$ cat src/rtl/frontend_ras_circ_if.sv
// Call/return decode side of the circular return-address stack.
// The ovf_cnt_o signal exists only when RAS_OVF_CNT_EN is defined.
interface frontend_ras_circ_if #(
  parameter int unsigned VLEN = 64
);
  logic            flush_i;
  logic            push_i;
  logic            pop_i;
  logic [VLEN-1:0] data_i;
  logic [VLEN-1:0] data_o;
  logic            valid_o;
  logic            full_o;
`ifdef RAS_OVF_CNT_EN
  logic [15:0]     ovf_cnt_o;
`endif

  modport master (
    output flush_i, push_i, pop_i, data_i,
    input  data_o, valid_o, full_o
`ifdef RAS_OVF_CNT_EN
    , ovf_cnt_o
`endif
  );

  modport slave (
    input  flush_i, push_i, pop_i, data_i,
    output data_o, valid_o, full_o
`ifdef RAS_OVF_CNT_EN
    , ovf_cnt_o
`endif
  );
endinterface

$ cat src/rtl/frontend_ras_circ.sv
// Circular return-address stack; a push when full overwrites the oldest entry.
// Optional saturating overflow counter enabled by defining RAS_OVF_CNT_EN.
module frontend_ras_circ #(
  parameter int unsigned DEPTH = 2,
  parameter int unsigned VLEN  = 64
) (
  input  logic                clk_i,
  input  logic                rst_ni,
  frontend_ras_circ_if.slave  ras
);
  localparam int unsigned PtrW = $clog2(DEPTH);
  localparam int unsigned CntW = PtrW + 1;

  typedef logic [PtrW-1:0] ptr_t;
  typedef logic [CntW-1:0] cnt_t;

  localparam cnt_t CntMax = cnt_t'(DEPTH);

  if (DEPTH < 2 || (DEPTH & (DEPTH - 1)) != 0) begin : g_bad_depth
    $error("frontend_ras_circ: DEPTH must be a power of two and >= 2");
  end

  logic [VLEN-1:0] mem_q [DEPTH];
  logic [VLEN-1:0] mem_d [DEPTH];
  ptr_t            tp_q, tp_d, tp_inc, tp_dec;
  cnt_t            cnt_q, cnt_d;
  logic            full;

  assign tp_inc = tp_q + ptr_t'(1);
  assign tp_dec = tp_q - ptr_t'(1);
  assign full   = (cnt_q == CntMax);

  always_comb begin
    mem_d = mem_q;
    tp_d  = tp_q;
    cnt_d = cnt_q;
    if (ras.flush_i) begin
      tp_d  = '0;
      cnt_d = '0;
    end else if (ras.push_i && ras.pop_i) begin
      // Empty stack: nothing to replace, so behave as a plain push.
      if (cnt_q == '0) begin
        mem_d[tp_inc] = ras.data_i;
        tp_d          = tp_inc;
        cnt_d         = cnt_t'(1);
      end else begin
        mem_d[tp_q] = ras.data_i;
      end
    end else if (ras.push_i) begin
      mem_d[tp_inc] = ras.data_i;
      tp_d          = tp_inc;
      if (!full) cnt_d = cnt_q + cnt_t'(1);
    end else if (ras.pop_i && cnt_q != '0) begin
      tp_d  = tp_dec;
      cnt_d = cnt_q - cnt_t'(1);
    end
  end

  always_ff @(posedge clk_i or negedge rst_ni) begin
    if (!rst_ni) begin
      mem_q <= '{default: '0};
      tp_q  <= '0;
      cnt_q <= '0;
    end else begin
      mem_q <= mem_d;
      tp_q  <= tp_d;
      cnt_q <= cnt_d;
    end
  end

  assign ras.data_o  = mem_q[tp_q];
  assign ras.valid_o = (cnt_q != '0);
  assign ras.full_o  = full;

`ifdef RAS_OVF_CNT_EN
  logic [15:0] ovf_q, ovf_d;

  // Counts push-only overwrites of the oldest entry; flush does not clear it.
  always_comb begin
    ovf_d = ovf_q;
    if (!ras.flush_i && ras.push_i && !ras.pop_i && full && ovf_q != 16'hFFFF) begin
      ovf_d = ovf_q + 16'd1;
    end
  end

  always_ff @(posedge clk_i or negedge rst_ni) begin
    if (!rst_ni) ovf_q <= '0;
    else         ovf_q <= ovf_d;
  end

  assign ras.ovf_cnt_o = ovf_q;
`endif
endmodule

$ cat src/flat_wrapper.sv
// flat-port wrapper written by rule: the top's interface ports become plain ports
module frontend_ras_circ_flat 
#(
  parameter int unsigned DEPTH = 2,
  parameter int unsigned VLEN  = 64
)
  (clk_i, rst_ni, ras_flush_i, ras_push_i, ras_pop_i, ras_data_i, ras_data_o, ras_valid_o, ras_full_o);
  frontend_ras_circ_if #(.VLEN(VLEN)) ras_i ();
  input  logic clk_i;
  input  logic rst_ni;
  input wire logic [$bits(ras_i.flush_i)-1:0] ras_flush_i;
  input wire logic [$bits(ras_i.push_i)-1:0] ras_push_i;
  input wire logic [$bits(ras_i.pop_i)-1:0] ras_pop_i;
  input wire logic [$bits(ras_i.data_i)-1:0] ras_data_i;
  output wire logic [$bits(ras_i.data_o)-1:0] ras_data_o;
  output wire logic [$bits(ras_i.valid_o)-1:0] ras_valid_o;
  output wire logic [$bits(ras_i.full_o)-1:0] ras_full_o;
  assign ras_i.flush_i = ras_flush_i;
  assign ras_i.push_i = ras_push_i;
  assign ras_i.pop_i = ras_pop_i;
  assign ras_i.data_i = ras_data_i;
  assign ras_data_o = ras_i.data_o;
  assign ras_valid_o = ras_i.valid_o;
  assign ras_full_o = ras_i.full_o;
  frontend_ras_circ #(.DEPTH(DEPTH), .VLEN(VLEN)) u_core (.clk_i(clk_i), .rst_ni(rst_ni), .ras(ras_i));
endmodule
$ cat config.mk
export PLATFORM = sky130hd
export DESIGN_NAME = frontend_ras_circ_flat
export DESIGN_NICKNAME = d
export VERILOG_FILES = /design/src/rtl/frontend_ras_circ_if.sv /design/src/rtl/frontend_ras_circ.sv /design/src/flat_wrapper.sv
export SDC_FILE = /design/constraint.sdc
export NUM_CORES = 1
export LEC_CHECK = 0
export BUFFER_PORTS_ARGS = -buffer_cell sky130_fd_sc_hd__buf_4
export CORE_ASPECT_RATIO = 1.1
export CORE_MARGIN = 2
export CORE_UTILIZATION = 50
export DETAILED_ROUTE_END_ITERATION = 10
export PLACE_DENSITY = 0.75
export SETUP_SLACK_MARGIN = 0.3
export SLEW_MARGIN = 20
export SYNTH_ARGS = -nofsm -noshare
export SYNTH_HDL_FRONTEND = slang
export SYNTH_SLANG_ARGS = --single-unit
export TNS_END_PERCENT = 5
$ cat constraint.sdc
create_clock -name clk_i -period 5.9 [get_ports clk_i]
set_clock_uncertainty 0.15 [all_clocks]
set_input_delay 1.18 -clock clk_i [delete_from_list [all_inputs] [get_ports clk_i]]
set_output_delay 1.18 -clock clk_i [all_outputs]
set_load 0.03 [all_outputs]
==> flow_summary.html <==
<table>
<tr><th>Metric</th><th>Value</th></tr>
<tr><th colspan="2">STA</th></tr>
<tr><td>Worst slew slack as a fraction of its limit</td><td>a little under 40%</td></tr>
<tr><td>Max Fclk</td><td>around 0.26 GHz</td></tr>
<tr><td>Final count of pins violating max slew</td><td>0</td></tr>
<tr><td>Post-Route Setup TNS</td><td>0 ns</td></tr>
<tr><td>Final WS setup</td><td>around 2.1 ns</td></tr>
<tr><td>Worst Max-Slew Pin Slew</td><td>around 0.92 ns</td></tr>
<tr><td>Final hold slack</td><td>between 0.3 and 0.4 ns</td></tr>
<tr><td>Number of setup violations in the final report</td><td>0</td></tr>
<tr><td>Final hold violations</td><td>0</td></tr>
<tr><td>Unrepaired setup endpoints after global routing</td><td>false</td></tr>
<tr><td>Period utilization</td><td>between 60% and 70%</td></tr>
<tr><td>Final min period</td><td>3.83 ns</td></tr>
<tr><th colspan="2">Logic synthesis</th></tr>
<tr><td>Count of cell types in the netlist</td><td>25</td></tr>
<tr><td>Post-synthesis instance total</td><td>365</td></tr>
<tr><td>Asr flop ratio synth</td><td>100%</td></tr>
<tr><td>Syn Nets</td><td>around 430</td></tr>
<tr><td>FF+latch count, synth</td><td>between 100 and 150</td></tr>
<tr><td>Most instantiated library cell after synthesis</td><td>sky130_fd_sc_hd__mux2_2</td></tr>
<tr><td>Most area-consuming cells after synthesis</td><td>sky130_fd_sc_hd__dfrtp_1 55%, sky130_fd_sc_hd__mux2_2 25%, sky130_fd_sc_hd__mux2_4 15%, sky130_fd_sc_hd__buf_8 1.5%, sky130_fd_sc_hd__buf_4 0.75%</td></tr>
<tr><td>Count of warnings emitted by yosys</td><td>0</td></tr>
<tr><td>Post-synthesis area per instance</td><td>about 16 um2</td></tr>
<tr><td>Number of enable-type register cells in the synthesized netlist</td><td>0</td></tr>
<tr><td>Fraction of synthesized cell area taken by the top area cell type</td><td>~55%</td></tr>
<tr><td>Most common flop cell mapped by yosys</td><td>sky130_fd_sc_hd__dfrtp_1</td></tr>
<tr><td>Cell area after technology mapping</td><td>between 5000 and 6000 um2</td></tr>
<tr><td>Ranking of synthesized cells by instance count</td><td>132 x sky130_fd_sc_hd__mux2_2, 131 x sky130_fd_sc_hd__dfrtp_1, 60 x sky130_fd_sc_hd__mux2_4</td></tr>
<tr><td>Library cell with the largest summed area after synthesis</td><td>sky130_fd_sc_hd__dfrtp_1</td></tr>
<tr><td>Register area share after synthesis</td><td>a little over half</td></tr>
<tr><th colspan="2">Routing</th></tr>
<tr><td>Wire length reported by the detailed router</td><td>approximately 12 mm</td></tr>
<tr><td>Average routed wire per standard cell</td><td>18.2 um</td></tr>
<tr><td>TritonRoute pass-1 iters</td><td>4</td></tr>
<tr><td>Count of unresolved DRC violations after routing</td><td>0</td></tr>
<tr><td>Violation count after the first detailed-route iteration</td><td>around 150</td></tr>
<tr><td>Via count</td><td>~3.5k</td></tr>
<tr><td>Number of nets with antenna violations after detailed routing</td><td>0</td></tr>
<tr><td>Via-to-Cell Ratio</td><td>around 5.3</td></tr>
<tr><th colspan="2">Job</th></tr>
<tr><td>Number of maximum-capacitance violations</td><td>0</td></tr>
<tr><th colspan="2">Worst setup path</th></tr>
<tr><td>Startpoint kind of the worst setup timing path</td><td>register</td></tr>
<tr><td>Data arrival time of the critical path</td><td>approximately 2.5 ns</td></tr>
<tr><td>Crit path max fanout</td><td>36</td></tr>
<tr><td>CP Class</td><td>reg2out</td></tr>
<tr><td>CP endpoint kind</td><td>output pin</td></tr>
<tr><td>Req. time, crit path</td><td>around 4.6 ns</td></tr>
<tr><th colspan="2">Clock tree</th></tr>
<tr><td>Insertion delay to the later sink of the worst-skew pair</td><td>0.41 ns</td></tr>
<tr><td>Post-CTS resize count</td><td>0</td></tr>
<tr><td>Number of buffers between clock root and the deepest sink</td><td>2</td></tr>
<tr><td>Clk slew on worst S/H paths</td><td>about 0.050 ns</td></tr>
<tr><td>Count of H-tree levels built during CTS</td><td>4</td></tr>
<tr><td>CTS tree</td><td>yes</td></tr>
<tr><td>Number of clock buffers inserted by TritonCTS</td><td>17</td></tr>
<tr><td>Number of sinks on the clock net</td><td>131</td></tr>
<tr><td>CTS hold repair buffers</td><td>0</td></tr>
<tr><td>Clock tree root driver cell</td><td>sky130_fd_sc_hd__clkbuf_16</td></tr>
<tr><td># Post-CTS Setup Buffers</td><td>0</td></tr>
<tr><th colspan="2">Final layout</th></tr>
<tr><td>Antenna Cells</td><td>0</td></tr>
<tr><td>Final cell count without fillers</td><td>around 660</td></tr>
<tr><td>P&amp;R area growth vs syn</td><td>28.0%</td></tr>
<tr><td>Filler cells</td><td>roughly 850</td></tr>
<tr><td>Share of cells above drive strength 1</td><td>a little under three quarters</td></tr>
<tr><td>Final nets</td><td>roughly 570</td></tr>
<tr><th colspan="2">GRT</th></tr>
<tr><td>Wire length of the first global-routing pass</td><td>19.9 mm</td></tr>
<tr><td>GRT Util Overall</td><td>20.0%</td></tr>
<tr><td>Total congestion overflow after global routing</td><td>0</td></tr>
<tr><td>Number of antenna violations at the first check in global routing</td><td>0</td></tr>
<tr><td>Largest net degree at the start of global routing</td><td>67</td></tr>
<tr><td>Vias in the first global route</td><td>3834</td></tr>
<tr><th colspan="2">Min path</th></tr>
<tr><td>HP Class</td><td>reg2reg</td></tr>
<tr><th colspan="2">Power and ir drop</th></tr>
<tr><td>VDD IR max</td><td>0.000240 V</td></tr>
<tr><td>Leakage power of the design</td><td>between 3 and 4 nW</td></tr>
<tr><td>Areal power density over the cells</td><td>between 400 and 500 nW/um2</td></tr>
<tr><td>Final total power</td><td>between 3 and 4 mW</td></tr>
<tr><th colspan="2">Floorplanning</th></tr>
<tr><td>Area of the core</td><td>~12000 um2</td></tr>
<tr><td>Top-level port count</td><td>roughly 140</td></tr>
<tr><td># rows</td><td>41</td></tr>
<tr><td>Die height</td><td>119 um</td></tr>
<tr><td>Total Die Area</td><td>between 10000 and 15000 um2</td></tr>
<tr><td>Horizontal die dimension</td><td>108 um</td></tr>
<tr><td>Initial Util</td><td>between 50% and 60%</td></tr>
<tr><th colspan="2">Placement</th></tr>
<tr><td>GPL Wtd Cong</td><td>between 0.7 and 0.8</td></tr>
<tr><td>Number of input and output port buffers inserted</td><td>134</td></tr>
<tr><td>Post-detailed-placement half-perimeter wirelength</td><td>~7.6 mm</td></tr>
<tr><td>Placed Cells incl. Taps</td><td>approximately 630</td></tr>
<tr><td>Worst Setup Slack post-DPL</td><td>between 2 and 2.5 ns</td></tr>
<tr><th colspan="2">Status</th></tr>
<tr><td>Result of the run</td><td>finished clean</td></tr>
</table>
[stage by stage]
step | util (%) | area (um2)
global placement | 61.1 | 7090
global route | 66.2 | 7670
CTS | 65.9 | 7640
floorplan | - | 5990
detailed placement | 61.1 | 7090
finish | 66.2 | 7670
[power by group]
part	total (mW)	internal, mW	leakage, nW	switching (mW)
Clock	1.01	0.645	0.279	0.366
Combinational	1.42	0.744	1.67	0.677
Sequential	1.36	1.20	1.55	0.168
Total	3.80	2.59	3.50	1.21
[layout by cell type (no fill, tap or decap), drive strengths merged, types with 2 or more instances in the layout]
cell type / Yosys / layout
buf: 16 / 141
bufinv: 0 / 2
clkbuf: 5 / 23
clkinv: 0 / 4
dfrtp: 131 / 131
mux2: 192 / 192
mux2i: 2 / 2
nor2: 3 / 3
o21ai: 4 / 4
[path summary, 6_finish.rpt]
check	startpoint	end	slack (ns)	cells past startpoint
min in group asynchronous	rst_ni	u_core.mem_q[24]$_DFFE_PN0P_	0.79	2
min reg2reg	u_core.mem_q[19]$_DFFE_PN0P_	u_core.mem_q[19]$_DFFE_PN0P_	0.35	1
max	u_core.tp_q$_DFFE_PN0P_	ras_data_o[63]	2.07	3
max reg2reg	u_core.tp_q$_DFFE_PN0P_	u_core.mem_q[32]$_DFFE_PN0P_	2.96	4
min	u_core.mem_q[19]$_DFFE_PN0P_	u_core.mem_q[19]$_DFFE_PN0P_	0.35	1
max in group asynchronous	rst_ni	u_core.tp_q$_DFFE_PN0P_	4.18	2
[area by class of cell]
| class | count | area, um2 | share of cell area, % |
|---|---|---|---|
| Clock buffer | 23 | 478 | 6.23 |
| Clock inverter | 6 | 80.1 | 1.04 |
| Inverter | 1 | 3.75 | 0.0489 |
| Multi-Input combinational cell | 212 | 2550 | 33.3 |
| Sequential cell | 131 | 3280 | 42.7 |
| Tap cell | 150 | 188 | 2.45 |
| Timing Repair Buffer | 141 | 1090 | 14.2 |
[critical path, stage by stage (launching register included)]
cell and delay (ns):
sky130_fd_sc_hd__dfrtp_2 0.95, sky130_fd_sc_hd__buf_4 0.54, sky130_fd_sc_hd__mux2_2 0.40, sky130_fd_sc_hd__buf_4 0.17
[logic make-up after synthesis]
family | synth area share, %
buffers and inverters | 2.92
muxes | 40.4
DFF | 54.7
and+or+nand+nor | 1.00
AOI/OAI and AO/OA | 0.856
xor gates and xnor gates | 0.146
[layer usage]
metal / global-route usage [%] / wire length, um
met1: 26.7 / 5340
met2: 30.7 / 5760
met3: 6.51 / 714
met4: 6.89 / 265
met5: 0 / 0
[sequential cells by signal (all words and copies together) (netlist names)]
signal and cells:
u_core.tp_q 1, u_core.cnt_q 2, u_core.mem_q 128
Power figures use the tool's default switching activity.
